[src/rtl/keyb_report_seq.sv]
// HID boot-keyboard report sequencer: finds newly pressed keys, walks them through
// the external keymap one at a time and streams the characters, with typematic repeat.
module keyb_report_seq #(
    parameter int unsigned REPEAT_DELAY  = 13_500_000,
    parameter int unsigned REPEAT_PERIOD = 900_000,
    parameter int unsigned CNT_W         = 24,
    parameter bit          NULLIFY       = 1'b1
) (
    input  logic        i_clk,
    input  logic        i_rst_n,
    input  logic [63:0] i_report,
    input  logic        i_report_valid,
    output logic        o_report_ready,
    output logic        o_drop,
    output logic [7:0]  o_km_byte,
    output logic [7:0]  o_km_mod,
    output logic        o_km_nullify,
    input  logic [7:0]  i_km_char,
    output logic [7:0]  o_char,
    output logic        o_char_valid,
    input  logic        i_char_ready
);

    typedef enum logic [2:0] {
        IDLE, SCAN, LOOKUP, EMIT, DONE, RPT_LOOKUP, RPT_EMIT
    } state_e;

    state_e                state_q, state_d;
    logic [2:0]            slot_q, slot_d;
    logic [7:0]            mod_q, mod_d;
    logic [5:0][7:0]       keys_q, keys_d;
    logic [5:0][7:0]       prev_q, prev_d;
    logic [7:0]            rpt_key_q, rpt_key_d;
    logic [CNT_W-1:0]      cnt_q, cnt_d;
    logic [7:0]            km_byte_q, km_byte_d;
    logic [7:0]            km_mod_q, km_mod_d;
    logic [7:0]            char_q, char_d;

    logic       phantom, in_prev, rpt_present, last_slot;
    logic [7:0] cur_key;
    logic       unused_rsvd;

    assign unused_rsvd = ^i_report[15:8];
    assign cur_key     = keys_q[slot_q];
    assign last_slot   = (slot_q == 3'd5);

    always_comb begin
        phantom     = 1'b1;
        in_prev     = 1'b0;
        rpt_present = 1'b0;
        for (int i = 0; i < 6; i++) begin
            phantom     = phantom & (i_report[16+8*i +: 8] == 8'h01);
            in_prev     = in_prev | (prev_q[i] == cur_key);
            rpt_present = rpt_present | (keys_q[i] == rpt_key_q);
        end
    end

    always_comb begin
        state_d   = state_q;
        slot_d    = slot_q;
        mod_d     = mod_q;
        keys_d    = keys_q;
        prev_d    = prev_q;
        rpt_key_d = rpt_key_q;
        km_byte_d = km_byte_q;
        km_mod_d  = km_mod_q;
        char_d    = char_q;
        // Repeat timer free-runs whenever a key is armed; loads below override it.
        cnt_d     = (rpt_key_q != 8'h00 && cnt_q != '0) ? cnt_q - CNT_W'(1) : cnt_q;

        unique case (state_q)
            IDLE: begin
                if (i_report_valid) begin
                    if (!phantom) begin
                        mod_d   = i_report[7:0];
                        keys_d  = i_report[63:16];
                        slot_d  = 3'd0;
                        state_d = SCAN;
                    end
                end else if (rpt_key_q != 8'h00 && cnt_q == '0) begin
                    km_byte_d = rpt_key_q;
                    km_mod_d  = mod_q;
                    state_d   = RPT_LOOKUP;
                end
            end
            SCAN: begin
                if (cur_key >= 8'h04 && !in_prev) begin
                    km_byte_d = cur_key;
                    km_mod_d  = mod_q;
                    state_d   = LOOKUP;
                end else if (last_slot) begin
                    state_d = DONE;
                end else begin
                    slot_d  = slot_q + 3'd1;
                    state_d = SCAN;
                end
            end
            LOOKUP: begin
                char_d = i_km_char;
                if (i_km_char != 8'h00) begin
                    rpt_key_d = cur_key;
                    cnt_d     = CNT_W'(REPEAT_DELAY);
                    state_d   = EMIT;
                end else if (last_slot) begin
                    state_d = DONE;
                end else begin
                    slot_d  = slot_q + 3'd1;
                    state_d = SCAN;
                end
            end
            EMIT: begin
                if (i_char_ready) begin
                    if (last_slot) begin
                        state_d = DONE;
                    end else begin
                        slot_d  = slot_q + 3'd1;
                        state_d = SCAN;
                    end
                end
            end
            DONE: begin
                prev_d = keys_q;
                if (!rpt_present) begin
                    rpt_key_d = 8'h00;
                    cnt_d     = '0;
                end
                state_d = IDLE;
            end
            RPT_LOOKUP: begin
                char_d = i_km_char;
                if (i_km_char != 8'h00) begin
                    state_d = RPT_EMIT;
                end else begin
                    cnt_d   = CNT_W'(REPEAT_PERIOD);
                    state_d = IDLE;
                end
            end
            RPT_EMIT: begin
                if (i_char_ready) begin
                    cnt_d   = CNT_W'(REPEAT_PERIOD);
                    state_d = IDLE;
                end
            end
            default: state_d = IDLE;
        endcase
    end

    always_ff @(posedge i_clk or negedge i_rst_n) begin
        if (!i_rst_n) begin
            state_q   <= IDLE;
            slot_q    <= 3'd0;
            mod_q     <= 8'h00;
            keys_q    <= '0;
            prev_q    <= '0;
            rpt_key_q <= 8'h00;
            cnt_q     <= '0;
            km_byte_q <= 8'h00;
            km_mod_q  <= 8'h00;
            char_q    <= 8'h00;
        end else begin
            state_q   <= state_d;
            slot_q    <= slot_d;
            mod_q     <= mod_d;
            keys_q    <= keys_d;
            prev_q    <= prev_d;
            rpt_key_q <= rpt_key_d;
            cnt_q     <= cnt_d;
            km_byte_q <= km_byte_d;
            km_mod_q  <= km_mod_d;
            char_q    <= char_d;
        end
    end

    assign o_report_ready = (state_q == IDLE);
    assign o_drop         = i_report_valid & ~o_report_ready;
    assign o_km_byte      = km_byte_q;
    assign o_km_mod       = km_mod_q;
    assign o_km_nullify   = NULLIFY;
    assign o_char         = char_q;
    assign o_char_valid   = (state_q == EMIT) || (state_q == RPT_EMIT);

endmodule

[config.mk]
export PLATFORM = sky130hd
export DESIGN_NAME = keyb_report_seq
export DESIGN_NICKNAME = d
export VERILOG_FILES = /design/src/rtl/keyb_report_seq.sv
export SDC_FILE = /design/constraint.sdc
export NUM_CORES = 1
export LEC_CHECK = 0
export ABC_AREA = 1
export BUFFER_PORTS_ARGS = -buffer_cell sky130_fd_sc_hd__buf_2
export CAP_MARGIN = 30
export CORE_UTILIZATION = 50
export DETAILED_ROUTE_END_ITERATION = 10
export PLACE_DENSITY = 0.7
export RECOVER_POWER = 25
export SLEW_MARGIN = 0
export SYNTH_ARGS = -nofsm -noshare
export SYNTH_HDL_FRONTEND = slang
export SYNTH_SLANG_ARGS = --single-unit
[constraint.sdc]
create_clock -name i_clk -period 2.68 [get_ports i_clk]
set_input_delay 0.536 -clock i_clk [delete_from_list [all_inputs] [get_ports i_clk]]
set_output_delay 0.536 -clock i_clk [all_outputs]
set_load 0.03 [all_outputs]
# == Word-level counts from Yosys, hierarchy flattened ==
# Cells that the tools add are included.
# word_totals
register_bits,166
input_bits,76
output_inout_bits,28
elab_cells,135
# classes
addsub,2
n_lt_le_gt_ge,2
eq_ne,38
muxes,36
bitwise_logic,18
reduce_logical,19
# op_table
cell,count
$mux 24,5
$eq 8x8->1,12
$pmux 24 s4,1
$mux 8,9
$eq 8x1->1 const B,6
$pmux 8 s2,3
$mux 3,15
$bmux 8 s3,1
$logic_not 24->1,1
$reduce_bool 24->1,1
$sub 24x1->24 const B,1
$ne 2x2->1 const B,10
$pmux 3 s6,1
$reduce_bool 8->1,2
$eq 3x3->1 const B,4
$pmux 3 s4,1
$or 1x1->1,10
$ge 8x3->1 const B,1
$reduce_and 4->1,2
$and 1x1->1,6
$eq 3x2->1 const B,2
$reduce_and 3->1,2
$reduce_and 6->1,1
$lt 3x4->1 const B,1
13 further kinds,17

# == Longest topological paths before layout ==
# logic_depth
ltp_word,12
depth_mapped,23
ltp_nobuf,21

# == Least setup slack after synthesis ==
# No wires, ideal clock.
# synth_timing
path_kind,register to register
from,register state_q[2]
to,register keys_q[0] (netlist bit)
arrival_ns,2.037
path_slack_ns,0.512
path_stages_with_launch,11
path_buffers,2
synth_period_minus_slack_ns,2.168
cell_sequence,dfrtp_1 -> nor2_1 -> inv_1 -> nor2_1 -> inv_1 -> nor2_1 -> nand2_1 -> buf_1 -> clkbuf_1 -> nor2_1 -> a21oi_1
# synth_via
elab_chain_cells,2
# synth_rtl
element,line,rtl
start: declaration,28,"state_e state_q, state_d;"
start signal: assignment,161,state_q <= state_d;
$logic_not 3->1,-,
net o_report_ready,13,"output logic o_report_ready,"
$reduce_and 3->1 (no line),-,
end signal: assignment,164,keys_q <= keys_d;
end: declaration,31,"logic [5:0][7:0] keys_q, keys_d;"
# The timed path passes the listed nets, and every way through them passes these cells.
# A chain may end at the register's enable or synchronous reset.

# == Worst setup path in the final report ==
# layout_timing
from,register slot_q[0]
to,register km_byte_q[0] (netlist: o_km_byte[0])
# layout_via
elab_chain_cells,12
word_cells_on_any_way,20
# layout_rtl
element,line,rtl
start: declaration,29,"logic [2:0] slot_q, slot_d;"
start signal: assignment,162,slot_q <= slot_d;
$bmux 8 s3 *,44,assign cur_key = keys_q[slot_q];
$mux 8 (not written as such) *,44,
$eq 8x8->1,53,in_prev = in_prev | (prev_q[i] == cur_key);
$or 1x1->1 (5 in a row),53,
$logic_not 1->1,87,if (cur_key >= 8'h04 && !in_prev) begin
$logic_and 1x1->1,87,
$ne 2x2->1 (no line),-,
$reduce_and 4->1 (no line),-,
end signal: assignment,168,km_byte_q <= km_byte_d;
end: declaration,35,"logic [7:0] km_byte_q, km_byte_d;"
# Every way passes the cells marked *; elsewhere a longest branch is shown, timed or not. The select of a mux whose other input is x is not followed.

==> reports/results.ini <==
[power_and_ir_drop]
p_clk_frac = 0.159
p_per_area_nw_per_um2 = 1350
power_frac_seq = 0.304
p_leak_nw = 5.83
finalPower_mw = 15.2
vdd_drop_max_mv = 0.718
p_switching_mw = 7.26
combPwrFrac = 0.537
power.switching_fraction = 0.477
p_int_mw = 7.96

[setup_path]
critPathTopFamily = simple AND/OR/NAND/NOR gates
crit_path_start_kind = flip-flop
r2r_start = slot_q[0]
reg2reg_depth = 19
cp_data_required_time_ns = 3.04
critPathMaxStageDelay_ns = 0.40
path_cells = buf_12 -> buf_12 -> nand2_1 -> nand3_1 -> nand2_1 -> nand2_1 -> buf_4 -> nand3b_1 -> nand2_1 -> nand2_1 -> nor2_1 -> nand2_1 -> nand2_1 -> nor2_2 -> nand3_2 -> o21ai_4 -> buf_12 -> nor2_1 -> a21oi_1
crit_start = slot_q[0]
cp_common_cell = nand2_1
cp_slowest_cell = dfrtp_1
timing.rr.end = o_km_byte[0]
critPathCapture = o_km_byte[0]
rrSetupSlack_ns = 0.15
crit_fanout = 19
critical_path_class = flip-flop to flip-flop
endpoint_kind = flip-flop
crit_cells = 19
arrival_ns = 2.88
critPathBufInv = 4

[route]
drc = 0
routedWlPerCell_um = 15.8
num_vias = 8644
routed_wl_um = 26100
via_per_inst = 5.21
ant_nets = 0
dr.pass1.iters = 5
drt_iter0_drc = 679

[layout]
stdcell_count = 1660
final_area_um2 = 11300
n_antenna_cell = 0
final_cell_mix = nand2_1 (395), inv_1 (178), dfrtp_1 (166)
syn2layout_area_growth_pct = 18.6
drive_above_1_share = 0.181
nNetsFinal = 1494
final_common_cell = nand2_1

[job]
cap_violations = 1

[timing]
slew_headroom = -0.472
final.setup.worst_slack_ns = 0.154
finalCriticalPeriod_ns = 2.53
rsz0062_at_grt = false
tns_ns = 0
slew_viol_final = 38
fin_skew_ns = 0.0134
setup_viol_count_final = 0
worst_pin_slew_ns = 2.21
hold_viol = 0
period_share = 0.943
fmaxAchievable_ghz = 0.396

[clock_tree]
hold_buffers = 0
cts-root-buf = clkbuf_16
clock-sinks = 166
clkLatencyLatePin_ns = 0.44
htree_levels = 4
path_clk_slew_ns = 0.08
ctsLongestPathBuffers = 2
cts_tree = built
numCtsBuffers = 17

[global_route]
top_usage_layer = met2
grt_max_degree = 67
antenna_found_initial = 1
grt_use_met1 = 0.385
grt.overflow.total = 0
grtUsageTotal = 0.280
grt_use_met2 = 0.432
use_met3 = 0.0660
grt_first_pass_wirelength_um = 42200
grt_pass1_vias = 8036

[floorplan]
rows = 50
dieHeight_um = 140
fp.dieW_um = 140
core_area_um2 = 18700
die-area_um2 = 19600
start_util = 0.509
ios = 104

[logic_synthesis]
synth-edff-count = 0
synthMuxAreaShare = 0.0189
syn_nets = 1362
syn_area_um2 = 9530
yosys.area_share.simple = 0.301
synth-adder-area-share = 0.00525
ys_types = 47
synth_top_family_by_area = simple AND/OR/NAND/NOR gates
avgSynthCellArea_um2 = 7.43
synth_cells = 1282
synth.ff_latch_count = 166
ys.flop_type = dfrtp_1
synth.yosys.warnings = 0
synth_xor_xnor_area_share = 0.0276
seq_area_frac_synth = 0.436
synthArstFlopShare = 1.00
synth_compound_area_frac = 0.114

[place]
gp_congestion = 0.936
placed_area_um2 = 10600
pre_cts_ws_ns = -0.0892
dp.cells = 1618
port_buffers = 94
dp_hpwl_um = 19700

[worst_hold_path]
worstHoldStart = i_report[2]
hold_path_class = primary input to flip-flop

[outcome]
failed_checks = max-capacitance violations, max-slew violations
outcome = finished with violations

cell usage after synthesis (all sizes together) (9+ instances only):
cell type	n	share of area
nand3	40	0.022
dfrtp	166	0.44
nand3b	34	0.027
nand2	411	0.17
a21oi	34	0.020
nand4	31	0.020
xnor2	15	0.014
clkbuf	30	0.012
mux2	16	0.019
nor2	110	0.045
o211ai	9	0.019
nor4	10	0.0066
nor3	18	0.0095
inv	187	0.074
xor2	15	0.014
buf	12	0.010
o21ai	114	0.061
metrics by stage:
step                      hold slack (ns)  utilization
final                               0.325        0.604
after global routing                0.310        0.604
after CTS                          0.0115        0.596
after detailed placement            0.470        0.564
after global placement              0.462        0.564
after floorplan                     0.240            -
final cells by class:
type | count | area [µm²]
Clock buffer | 17 | 425
Clock inverter | 14 | 158
Inverter | 188 | 712
Sequential cell | 166 | 4150
Tap cell | 234 | 293
Timing Repair Buffer | 155 | 1040
Fill cell | 1630 | 7400
Multi-Input combinational cell | 886 | 4520
per-layer routing:
| metal | up-vias | routed length [µm] | part of all wire |
|---|---|---|---|
| met3 | 42 | 1860 | 0.071 |
| met2 | 295 | 11800 | 0.45 |
| met5 | - | 13 | 0.00050 |
| met1 | 3977 | 11800 | 0.45 |
| li1 | 4328 | - | - |
| met4 | 2 | 679 | 0.026 |
worst reg2reg max path, stage by stage (launching register included):
cell and delay (ns):
dfrtp_1 0.40, buf_12 0.16, buf_12 0.16, nand2_1 0.08
nand3_1 0.08, nand2_1 0.08, nand2_1 0.10, buf_4 0.18
nand3b_1 0.08, nand2_1 0.06, nand2_1 0.08, nor2_1 0.05
nand2_1 0.06, nand2_1 0.09, nor2_2 0.16, nand3_2 0.16
o21ai_4 0.15, buf_12 0.19, nor2_1 0.05, a21oi_1 0.10
worst min-delay path by stage:
stage	to	slack (ns)	cells after the start
detailed placement	cnt_q[3]	0.47	1
global placement	o_km_mod[3]	0.46	2
finish	mod_q[2]	0.33	2
global route	mod_q[4]	0.31	2
CTS	cnt_q[3]	0.01	1
floorplan	cnt_q[0]	0.24	0
timing repair:
item / CTS / global route
gates resized for setup: 3 / 18
pin swaps: 0 / 3
setup endpoints to repair: 18 / 24
hold endpoints to repair: 0 / 0
setup buffers: 0 / 11
power by group through the flow:
| stage | Sequential, mW | Clock [mW] | Combinational (mW) |
|---|---|---|---|
| 2_1_floorplan | 4.69 | 0 | 5.23 |
| 3_3_place_gp | 4.61 | 0 | 7.72 |
| 3_5_place_dp | 4.63 | 0 | 7.88 |
| 4_1_cts | 4.60 | 2.46 | 7.93 |
| 5_1_grt | 4.77 | 2.55 | 9.08 |
| 6_report | 4.63 | 2.42 | 8.17 |
kinds of logic (layout without fill, tap and decap cells):
| family | Yosys count | in the layout |
|---|---|---|
| simple gates | 659 | 659 |
| flops | 166 | 166 |
| fa+ha+maj | 4 | 4 |
| buf+inv | 230 | 374 |
| xor+xnor | 30 | 30 |
| other cells | 1 | 1 |
| compound gates | 176 | 176 |
| mux | 16 | 16 |
state kept, by name, summed over array words and instances, names as in the netlist:
signal	cells
keys_q	48
prev_q	48
cnt_q	24
mod_q	8
o_char	8
o_km_byte	8
o_km_mod	8
rpt_key_q	8
slot_q	3
state_q	3
Note: power is estimated with default switching activity, not from simulation.
